[src/rtl/wb_copy_master_if.sv]
// Wishbone B4 pipelined bus bundle for wb_copy_master.
// The error termination line exists only when WB_COPY_ERR_EN is defined.
interface wb_copy_master_if #(
    parameter int ADDR_WIDTH = 16,
    parameter int DATA_WIDTH = 16
);
    logic [ADDR_WIDTH-1:0] adr_o;
    logic [DATA_WIDTH-1:0] dat_o;
    logic [DATA_WIDTH-1:0] dat_i;
    logic                  cyc_o;
    logic                  stb_o;
    logic                  we_o;
    logic                  stall_i;
    logic                  ack_i;
`ifdef WB_COPY_ERR_EN
    logic                  err_i;

    modport master (
        output adr_o, dat_o, cyc_o, stb_o, we_o,
        input  dat_i, stall_i, ack_i, err_i
    );
    modport slave (
        input  adr_o, dat_o, cyc_o, stb_o, we_o,
        output dat_i, stall_i, ack_i, err_i
    );
`else
    modport master (
        output adr_o, dat_o, cyc_o, stb_o, we_o,
        input  dat_i, stall_i, ack_i
    );
    modport slave (
        input  adr_o, dat_o, cyc_o, stb_o, we_o,
        output dat_i, stall_i, ack_i
    );
`endif
endinterface

[src/rtl/wb_copy_master.sv]
// DREQ-gated Wishbone B4 pipelined copy master: one read then one write per unit.
// Optional error termination (err_i / sticky err_o) is built when WB_COPY_ERR_EN is defined.
module wb_copy_master #(
    parameter int                    ADDR_WIDTH   = 16,
    parameter int                    DATA_WIDTH   = 16,
    parameter int                    LEN_WIDTH    = 16,
    parameter int unsigned           ADDR_STEP    = 1,
    parameter logic [ADDR_WIDTH-1:0] RD_ADDR_INIT = '0,
    parameter logic [ADDR_WIDTH-1:0] WR_ADDR_INIT = '0
) (
    input  logic                  clk_i,
    input  logic                  reset_i,
    input  logic                  dreq_i,
    input  logic                  cfg_ld_i,
    input  logic [ADDR_WIDTH-1:0] cfg_rd_adr_i,
    input  logic [ADDR_WIDTH-1:0] cfg_wr_adr_i,
    input  logic [LEN_WIDTH-1:0]  cfg_len_i,
    output logic                  busy_o,
    output logic                  done_o,
`ifdef WB_COPY_ERR_EN
    output logic                  err_o,
`endif
    wb_copy_master_if.master      wb
);

    typedef enum logic [2:0] {
        IDLE,
        RD_REQ,
        RD_WAIT,
        WR_REQ,
        WR_WAIT
    } state_t;

    state_t                state_q, state_n;
    logic                  cyc_q, cyc_n;
    logic                  stb_q, stb_n;
    logic                  we_q, we_n;
    logic                  busy_q, busy_n;
    logic                  done_q, done_n;
    logic [ADDR_WIDTH-1:0] adr_q, adr_n;
    logic [ADDR_WIDTH-1:0] rd_adr_q, rd_adr_n;
    logic [ADDR_WIDTH-1:0] wr_adr_q, wr_adr_n;
    logic [DATA_WIDTH-1:0] dat_q, dat_n;
    logic [LEN_WIDTH-1:0]  cnt_q, cnt_n;
    logic                  fin;
    logic                  abort;
    logic                  rd_phase;
    logic                  term_err;
    logic                  halted_q;
    logic                  halted_n;

`ifdef WB_COPY_ERR_EN
    logic err_q, err_n;
    assign term_err = wb.err_i;
    assign halted_q = err_q;
    assign halted_n = err_n;
`else
    assign term_err = 1'b0;
    assign halted_q = 1'b0;
    assign halted_n = 1'b0;
`endif

    // Address advance wraps modulo 2^ADDR_WIDTH through the truncating add.
    function automatic logic [ADDR_WIDTH-1:0] adr_next(input logic [ADDR_WIDTH-1:0] a);
        return a + ADDR_WIDTH'(ADDR_STEP);
    endfunction

    assign rd_phase = (state_q == RD_REQ) || (state_q == RD_WAIT);

    always_comb begin
        state_n  = state_q;
        cyc_n    = cyc_q;
        stb_n    = stb_q;
        we_n     = we_q;
        adr_n    = adr_q;
        dat_n    = dat_q;
        done_n   = 1'b0;
        rd_adr_n = rd_adr_q;
        wr_adr_n = wr_adr_q;
        cnt_n    = cnt_q;
        fin      = 1'b0;
        abort    = 1'b0;
`ifdef WB_COPY_ERR_EN
        err_n    = err_q;
`endif

        case (state_q)
            IDLE: begin
                if (cfg_ld_i && !busy_q) begin
                    rd_adr_n = cfg_rd_adr_i;
                    wr_adr_n = cfg_wr_adr_i;
                    cnt_n    = cfg_len_i;
`ifdef WB_COPY_ERR_EN
                    err_n    = 1'b0;
`endif
                end
                if ((cnt_q != '0) && dreq_i && !halted_q) begin
                    state_n = RD_REQ;
                    cyc_n   = 1'b1;
                    stb_n   = 1'b1;
                    we_n    = 1'b0;
                    adr_n   = rd_adr_q;
                end
            end
            RD_REQ, WR_REQ: begin
                // Termination is only meaningful on the edge the strobe is taken.
                if (!wb.stall_i) begin
                    if (term_err) begin
                        abort = 1'b1;
                    end else if (wb.ack_i) begin
                        fin = 1'b1;
                    end else begin
                        stb_n   = 1'b0;
                        state_n = (state_q == RD_REQ) ? RD_WAIT : WR_WAIT;
                    end
                end
            end
            RD_WAIT, WR_WAIT: begin
                if (term_err) begin
                    abort = 1'b1;
                end else if (wb.ack_i) begin
                    fin = 1'b1;
                end
            end
            default: begin
                state_n = IDLE;
                cyc_n   = 1'b0;
                stb_n   = 1'b0;
                we_n    = 1'b0;
            end
        endcase

        if (abort) begin
            state_n = IDLE;
            cyc_n   = 1'b0;
            stb_n   = 1'b0;
            we_n    = 1'b0;
`ifdef WB_COPY_ERR_EN
            err_n   = 1'b1;
`endif
        end else if (fin && rd_phase) begin
            dat_n   = wb.dat_i;
            state_n = WR_REQ;
            adr_n   = wr_adr_q;
            we_n    = 1'b1;
            stb_n   = 1'b1;
        end else if (fin) begin
            rd_adr_n = adr_next(rd_adr_q);
            wr_adr_n = adr_next(wr_adr_q);
            cnt_n    = cnt_q - LEN_WIDTH'(1);
            if (cnt_q == LEN_WIDTH'(1)) begin
                done_n  = 1'b1;
                state_n = IDLE;
                cyc_n   = 1'b0;
                stb_n   = 1'b0;
                we_n    = 1'b0;
            end else if (dreq_i) begin
                // Back-to-back unit: keep the bus cycle open.
                state_n = RD_REQ;
                adr_n   = adr_next(rd_adr_q);
                we_n    = 1'b0;
                stb_n   = 1'b1;
            end else begin
                state_n = IDLE;
                cyc_n   = 1'b0;
                stb_n   = 1'b0;
                we_n    = 1'b0;
            end
        end

        // An error-halted block is not busy so that it can be reprogrammed.
        busy_n = cyc_n || ((cnt_n != '0) && !halted_n);
    end

    always_ff @(posedge clk_i) begin
        if (reset_i) begin
            state_q  <= IDLE;
            cyc_q    <= 1'b0;
            stb_q    <= 1'b0;
            we_q     <= 1'b0;
            adr_q    <= '0;
            dat_q    <= '0;
            busy_q   <= 1'b0;
            done_q   <= 1'b0;
            cnt_q    <= '0;
            rd_adr_q <= RD_ADDR_INIT;
            wr_adr_q <= WR_ADDR_INIT;
`ifdef WB_COPY_ERR_EN
            err_q    <= 1'b0;
`endif
        end else begin
            state_q  <= state_n;
            cyc_q    <= cyc_n;
            stb_q    <= stb_n;
            we_q     <= we_n;
            adr_q    <= adr_n;
            dat_q    <= dat_n;
            busy_q   <= busy_n;
            done_q   <= done_n;
            cnt_q    <= cnt_n;
            rd_adr_q <= rd_adr_n;
            wr_adr_q <= wr_adr_n;
`ifdef WB_COPY_ERR_EN
            err_q    <= err_n;
`endif
        end
    end

    assign wb.cyc_o = cyc_q;
    assign wb.stb_o = stb_q;
    assign wb.we_o  = we_q;
    assign wb.adr_o = adr_q;
    assign wb.dat_o = dat_q;
    assign busy_o   = busy_q;
    assign done_o   = done_q;
`ifdef WB_COPY_ERR_EN
    assign err_o    = err_q;
`endif

endmodule

[src/flat_wrapper.sv]
// flat-port wrapper written by rule: the top's interface ports become plain ports
module wb_copy_master_flat 
#(
    parameter int                    ADDR_WIDTH   = 16,
    parameter int                    DATA_WIDTH   = 16,
    parameter int                    LEN_WIDTH    = 16,
    parameter int unsigned           ADDR_STEP    = 1,
    parameter logic [ADDR_WIDTH-1:0] RD_ADDR_INIT = '0,
    parameter logic [ADDR_WIDTH-1:0] WR_ADDR_INIT = '0
)
  (clk_i, reset_i, dreq_i, cfg_ld_i, cfg_rd_adr_i, cfg_wr_adr_i, cfg_len_i, busy_o, done_o, wb_adr_o, wb_dat_o, wb_cyc_o, wb_stb_o, wb_we_o, wb_dat_i, wb_stall_i, wb_ack_i);
  wb_copy_master_if #(.ADDR_WIDTH(ADDR_WIDTH), .DATA_WIDTH(DATA_WIDTH)) wb_i ();
  input  logic clk_i;
  input  logic reset_i;
  input  logic dreq_i;
  input  logic cfg_ld_i;
  input  logic [ADDR_WIDTH-1:0] cfg_rd_adr_i;
  input  logic [ADDR_WIDTH-1:0] cfg_wr_adr_i;
  input  logic [LEN_WIDTH-1:0] cfg_len_i;
  output logic busy_o;
  output logic done_o;
  output wire logic [$bits(wb_i.adr_o)-1:0] wb_adr_o;
  output wire logic [$bits(wb_i.dat_o)-1:0] wb_dat_o;
  output wire logic [$bits(wb_i.cyc_o)-1:0] wb_cyc_o;
  output wire logic [$bits(wb_i.stb_o)-1:0] wb_stb_o;
  output wire logic [$bits(wb_i.we_o)-1:0] wb_we_o;
  input wire logic [$bits(wb_i.dat_i)-1:0] wb_dat_i;
  input wire logic [$bits(wb_i.stall_i)-1:0] wb_stall_i;
  input wire logic [$bits(wb_i.ack_i)-1:0] wb_ack_i;
  assign wb_adr_o = wb_i.adr_o;
  assign wb_dat_o = wb_i.dat_o;
  assign wb_cyc_o = wb_i.cyc_o;
  assign wb_stb_o = wb_i.stb_o;
  assign wb_we_o = wb_i.we_o;
  assign wb_i.dat_i = wb_dat_i;
  assign wb_i.stall_i = wb_stall_i;
  assign wb_i.ack_i = wb_ack_i;
  wb_copy_master #(.ADDR_WIDTH(ADDR_WIDTH), .DATA_WIDTH(DATA_WIDTH), .LEN_WIDTH(LEN_WIDTH), .ADDR_STEP(ADDR_STEP), .RD_ADDR_INIT(RD_ADDR_INIT), .WR_ADDR_INIT(WR_ADDR_INIT)) u_core (.clk_i(clk_i), .reset_i(reset_i), .dreq_i(dreq_i), .cfg_ld_i(cfg_ld_i), .cfg_rd_adr_i(cfg_rd_adr_i), .cfg_wr_adr_i(cfg_wr_adr_i), .cfg_len_i(cfg_len_i), .busy_o(busy_o), .done_o(done_o), .wb(wb_i));
endmodule
[config.mk]
export PLATFORM = sky130hd
export DESIGN_NAME = wb_copy_master_flat
export DESIGN_NICKNAME = d
export VERILOG_FILES = /design/src/rtl/wb_copy_master_if.sv /design/src/rtl/wb_copy_master.sv /design/src/flat_wrapper.sv
export SDC_FILE = /design/constraint.sdc
export NUM_CORES = 1
export LEC_CHECK = 0
export ABC_AREA = 1
export CAP_MARGIN = 20
export CORE_AREA = 3 3 114 94
export DETAILED_ROUTE_END_ITERATION = 10
export DIE_AREA = 0 0 117 97
export HOLD_SLACK_MARGIN = 0.06
export MAX_ROUTING_LAYER = met4
export PLACE_DENSITY_LB_ADDON = 0.05
export SYNTH_ARGS = -nofsm -noshare
export SYNTH_HDL_FRONTEND = slang
export SYNTH_SLANG_ARGS = --single-unit
export TNS_END_PERCENT = 30
[constraint.sdc]
create_clock -name clk_i -period 2.4 [get_ports clk_i]
set_input_delay 0.72 -clock clk_i [delete_from_list [all_inputs] [get_ports clk_i]]
set_output_delay 0.72 -clock clk_i [all_outputs]
set_load 0.02 [all_outputs]
==> results of run 1 <==
==> final cells by class <==
| type | count | area, sq um |
|---|---|---|
| Clock inverter | 7 | 96.3 |
| Multi-Input combinational cell | 550 | 2800 |
| Inverter | 70 | 263 |
| Tap cell | 119 | 149 |
| Fill cell | 866 | 2930 |
| Clock buffer | 9 | 225 |
| Timing Repair Buffer | 148 | 1400 |
| Sequential cell | 87 | 1740 |
==> power groups by stage <==
stage	sequential, mW	clock [mW]	combinational [mW]
5_1_grt	2.47	1.61	5.08
4_1_cts	2.40	1.55	4.49
2_1_floorplan	2.48	0	2.93
3_3_place_gp	2.40	0	4.36
6_report	2.42	1.53	4.57
3_5_place_dp	2.42	0	4.45
==> state kept, by name, indices dropped and copies added, names as in the netlist, named ones only <==
signal,flops
u_core.done_o,1
u_core.wb.we_o,1
u_core.state_q,3
u_core.wb.dat_o,16
u_core.wb.cyc_o,1
u_core.busy_o,1
u_core.wb.adr_o,15
u_core.cnt_q,16
u_core.wr_adr_q,16
u_core.rd_adr_q,16
==> cells in the final DEF (no fill, tap or decap), types with 3 or more instances in the layout <==
cell type,instances
a211oi_1,5
a21oi_1,51
a22o_1,16
a311oi_1,7
buf_4,40
clkbuf_16,9
clkdlybuf4s50_1,106
dfxtp_1,87
ha_1,4
inv_1,63
inv_2,7
nand2_1,185
nand2_4,3
nand3_1,37
nand4_1,7
nor2_1,83
nor2_2,6
nor3_1,12
nor4_1,4
o211ai_1,11
o21ai_0,65
o22ai_1,11
xor2_1,24
==> logic make-up (layout without fill, tap and decap cells) <==
logic type / Yosys count / after routing / synth area share
and+or+nand+nor: 347 / 347 / 0.299
buffers and inverters: 103 / 234 / 0.0916
AOI/OAI and AO/OA: 173 / 173 / 0.205
DFF: 87 / 87 / 0.349
adders and majority gates: 4 / 4 / 0.0100
xor gates and xnor gates: 26 / 26 / 0.0457
==> layer usage <==
metal / global-route usage / up-vias
met4: 0.0758 / 0
met1: 0.371 / 2486
li1: - / 2712
met3: 0.0538 / 24
met2: 0.422 / 232
met5: - / -
==> final timing paths <==
check,startpoint,to,slack [ps],cells after the start
setup reg to reg,u_core.cnt_q[0],u_core.wb.adr_o[8],210,11
hold reg to reg,u_core.rd_adr_q[13],u_core.rd_adr_q[13],470,2
hold / removal,u_core.rd_adr_q[13],u_core.rd_adr_q[13],470,2
setup / recovery,cfg_ld_i,u_core.busy_o,160,14
==> repair_timing <==
| action | CTS | global route |
|---|---|---|
| endpoints found under the setup margin | 0 | 2 |
| hold buffers | 0 | 0 |
| hold endpoints to repair | 0 | 0 |
| resized for setup | 0 | 2 |
| buffers inserted | 0 | 0 |
==> critical path, stage by stage <==
cell and delay (ps):
clkdlybuf4s50_1 480, inv_1 40, nor2_1 200, nand2_4 180
o21ai_0 200, nand2_1 70, nand2_1 100, nand2_1 60
inv_1 50, nand2_1 40, nor2_1 140, nand3_1 100
nand2_1 70, inv_1 40
==> through the flow <==
step	cell area, sq um	hold WS [ps]	cells
after floorplan	4990	439	740
after global placement	6340	453	974
after detailed placement	6340	459	974
after CTS	6660	470	990
after global routing	6680	491	990
final	6680	469	990
==> run metrics, run 1 <==
Starting Density=0.519; skew final=6.69 ps; Rel. slew slack=0.598; fin crit share=0.934; Core Util, Final=0.695; power consumption=8.52 mW; Crit. End Element=flip-flop; DRT antenna net count=0; CTS tree=yes; Synth Instances=740; die height=97 um; TritonCTS Buffers=9; most common cell in the netlist=nand2_1; GRT Overall Usage=0.276; Synth Cell Area=0.00499 sq mm; Post-Route M1 WL=6920 um; first-pass GRT wire length=24600 um; initial antenna violation count=0; Async SR Flop Fraction=0; vias in the first global route=5187; Seq pwr share=0.284; Leak=2.80 nW; sw frac=0.455; routed length per instance=15.4 um; TritonRoute pass-1 iters=5; number of I/O port buffers=106; later-pin clock latency in the skew report=340 ps; DP HPWL=11300 um; synthesis-to-layout area growth=33.9%; Data required, critical path=2640 ps; P_int=4.64 mW; Post-Syn Nets=814; crit-path max FO=16; min-delay worst type=flip-flop to flip-flop; clock sink total=87; synth warn=0; Mapped Avg Cell Area=6.74 sq um; max-slew violations=0; clock slew seen by the registers of the worst setup and hold paths=70 ps; I/O pins=107; worst path arrival time=2480 ps; Placement Setup Slack=-206 ps; area leader, netlist=dfxtp_1; Clk pwr share=0.180; RSZ-0062 raised after global routing=false; Rows=32; H-tree depth=3; Post-route DRC=0; top cells by area, synth=dfxtp_1 (35%), nand2_1 (14%), o21ai_0 (6.5%); die footprint=0.0113 sq mm; met2 WL=7000 um; number of DRC markers in iteration 0=488; Fmax=446 MHz; maximum vdd drop=0.681 mV; EDFF count, synth=0; Pwr Density=1280 mW/mm^2; nets@finish=940; post-route setup slack=159 ps; final setup TNS=0 ps; Min Clock Period, post-route=2240 ps; clk buf depth=2; total via count in the routed design=5454; CTS Root Cell=clkbuf_16; Highest Signal Layer=met4; Unique masters post-synth=38; drt total wl=15300 um; met3 WL=1140 um; Max Cap Violations=0; Worst-Margin Slew=600 ps; ys flop type=dfxtp_1; CP Launch Type=primary input; Psw=3.88 mW; Remaining Overflow, GRT=0; number of synthesized register bits=87; share of cells above drive strength 1=0.0953; commonest cells in the netlist=nand2_1 (185), dfxtp_1 (87), nor2_1 (83); Die Wd=117 um; crit path kind=primary input to flip-flop; endpoints failing setup=0; Via density=5.51; top cell type's share of synthesized area=0.349; Core ar.=0.00961 sq mm; Diodes inserted=0; largest net degree at the start of global routing=38; post-synthesis sequential area ratio=0.349; final hold violation count=0; GP Congestion=0.964; outcome=complete, no violations; Logic pwr share=0.537
Power figures use the tool's default switching activity.
==> run 2: changes to the inputs <==
--- a/config.mk
+++ b/config.mk
@@ -13,6 +13,7 @@
 export HOLD_SLACK_MARGIN = 0.06
 export MAX_ROUTING_LAYER = met4
 export PLACE_DENSITY_LB_ADDON = 0.05
+export SETUP_SLACK_MARGIN = 0.3
 export SYNTH_ARGS = -nofsm -noshare
 export SYNTH_HDL_FRONTEND = slang
 export SYNTH_SLANG_ARGS = --single-unit
==> run 2 against run 1 <==
  * Sequential share of layout area decreased by 1.1 points
  * Largest power group unchanged
  * Clock power about the same
  * Register-to-register slack gained 150 ps
  * Total power grew 5.0%
==> run metrics, run 2 (synthesized netlist as in run 1, its figures left out) <==
I/O pins=107 (unchanged); largest net degree at the start of global routing=38 (unchanged); DRT antenna net count=0 (unchanged); Die Wd=117 um (unchanged); final hold violation count=0 (unchanged); CP Launch Type=flip-flop; Fmax=483 MHz (+8.2%); routed length per instance=16.0 um (+3.8%); drt total wl=16000 um (+4.8%); skew final=7.85 ps (+1.15 ps); Crit path buffers/inverters=1 (-3); max-slew violations=0 (unchanged); Data required, critical path=1680 ps (-960 ps); RSZ-0062 raised after global routing=true; min-delay worst type=flip-flop to flip-flop; die footprint=0.0113 sq mm (unchanged); GP Congestion=0.964 (unchanged); Inst Count DP=974 (unchanged); share of cells above drive strength 1=0.136 (+0.0409); multi-input logic area=0.00293 sq mm (+4.8%); fin crit share=0.863 (-0.0707); Via density=5.60 (+1.6%); TritonRoute pass-1 iters=5 (unchanged); crit-path max FO=2 (-14); Min Clock Period, post-route=2070 ps (-170 ps); GRT Overall Usage=0.276 (+0.000395); CTS Root Cell=clkbuf_16; total via count in the routed design=5595 (+2.6%); final setup TNS=0 ps (unchanged); cts hold-fix bufs=0 (unchanged); nets@finish=950 (+1.1%); Rows=32 (unchanged); outcome=complete, no violations; maximum vdd drop=0.716 mV (+5.1%); TritonCTS Buffers=9 (unchanged); number of DRC markers in iteration 0=532 (+9.0%); clk buf depth=2 (unchanged); initial antenna violation count=0 (unchanged); later-pin clock latency in the skew report=340 ps (about the same); Critical Path, Cell by Cell=clkdlybuf4s50_1; Post-route DRC=0 (unchanged); Crit. End Element=output pin; worst path arrival time=1350 ps (-1130 ps); Worst path max stage delay=630 ps (+150 ps); H-tree depth=3 (unchanged); commonest non-fill, non-tap cell in the layout=nand2_1; synthesis-to-layout area growth=39.7%; Worst-Margin Slew=531 ps (-68.9 ps); number of I/O port buffers=106 (unchanged); Core ar.=0.00961 sq mm (unchanged); Remaining Overflow, GRT=0 (unchanged); Pwr Density=1280 mW/mm^2 (+0.62%); clock sink total=87 (unchanged); clock slew seen by the registers of the worst setup and hold paths=70 ps (about the same); register area=0.00174 sq mm (about the same); DP HPWL=11300 um (unchanged); CP delay by family, top=buffers and inverters; first-pass GRT wire length=24600 um (+0.14%); CTS tree=yes; vias in the first global route=5199 (+0.23%); Diodes inserted=0 (unchanged); Leak=2.92 nW (+4.1%); die height=97 um (unchanged); most frequent cells in the layout=nand2_1 (181), clkdlybuf4s50_1 (102), dfxtp_1 (86); Starting Density=0.519 (unchanged); Rel. slew slack=0.643 (+0.0441); non-filler cells, final=1000 (+1.0%); Max Cap Violations=0 (unchanged); crit path kind=flip-flop to output pin; endpoints failing setup=0 (unchanged); CP max stage cell=clkdlybuf4s50_1; fillers=812 (-6.2%)
[run 2: per-stage QoR]
step | total power [mW] | hold WS [ps] | cell area (sq um) | setup WS (ps) | utilization
after floorplan | 5.41 | 439 | 4990 | 503 | -
after CTS | 8.45 | 470 | 6680 | 232 | 0.695
after global placement | 6.77 | 453 | 6340 | -171 | 0.660
after global routing | 9.59 | 491 | 6960 | 274 | 0.725
final | 8.94 | 473 | 6960 | 329 | 0.725
after detailed placement | 6.87 | 459 | 6340 | -206 | 0.660
[run 2: worst paths after layout]
path | start | end | slack, ps | depth (start not counted)
min | u_core.rd_adr_q[13] | u_core.rd_adr_q[13] | 470 | 2
max | u_core.wb.we_o | wb_we_o | 330 | 1
min reg2reg | u_core.rd_adr_q[13] | u_core.rd_adr_q[13] | 470 | 2
max reg2reg | u_core.cnt_q[8] | flip-flop | 360 | 10
[run 2: power breakdown]
part	leakage [nW]	internal, mW	switching (mW)
Clock	0.160	0.916	0.618
Sequential	0.712	1.96	0.478
Combinational	2.05	1.96	3.01
Total	2.92	4.83	4.11
[run 2: timing repair]
item                                    in CTS  in global routing
endpoints found under the setup margin      17                 63
cloned                                       0                  1
setup buffers                                0                  9
hold endpoints to repair                     0                  0
gates resized for setup                      3                 53
pin swaps                                    0                 13
[run 2: final cells by class]
type,count,area share
clock inverter,7,0.0138
timing repair buffer,158,0.223
tap,119,0.0214
multi-input combinational,550,0.421
inverter,70,0.0383
clock buffer,9,0.0323
sequential,87,0.250
[run 2: metal layers]
layer / global-route usage / vias up / share of wire
li1: - / 2731 / -
met1: 0.371 / 2548 / 0.43
met2: 0.423 / 284 / 0.46
met3: 0.0538 / 32 / 0.093
met4: 0.0758 / 0 / 0.018
met5: - / - / 0
==> run 3: changes to the inputs <==
--- a/config.mk
+++ b/config.mk
@@ -8,6 +8,7 @@
 export ABC_AREA = 1
 export CAP_MARGIN = 20
 export CORE_AREA = 3 3 114 94
+export CTS_CLUSTER_SIZE = 40
 export DETAILED_ROUTE_END_ITERATION = 10
 export DIE_AREA = 0 0 117 97
 export HOLD_SLACK_MARGIN = 0.06
==> results of run 3 <==
The final DEF is identical to that of run 2; final timing and power are the same.
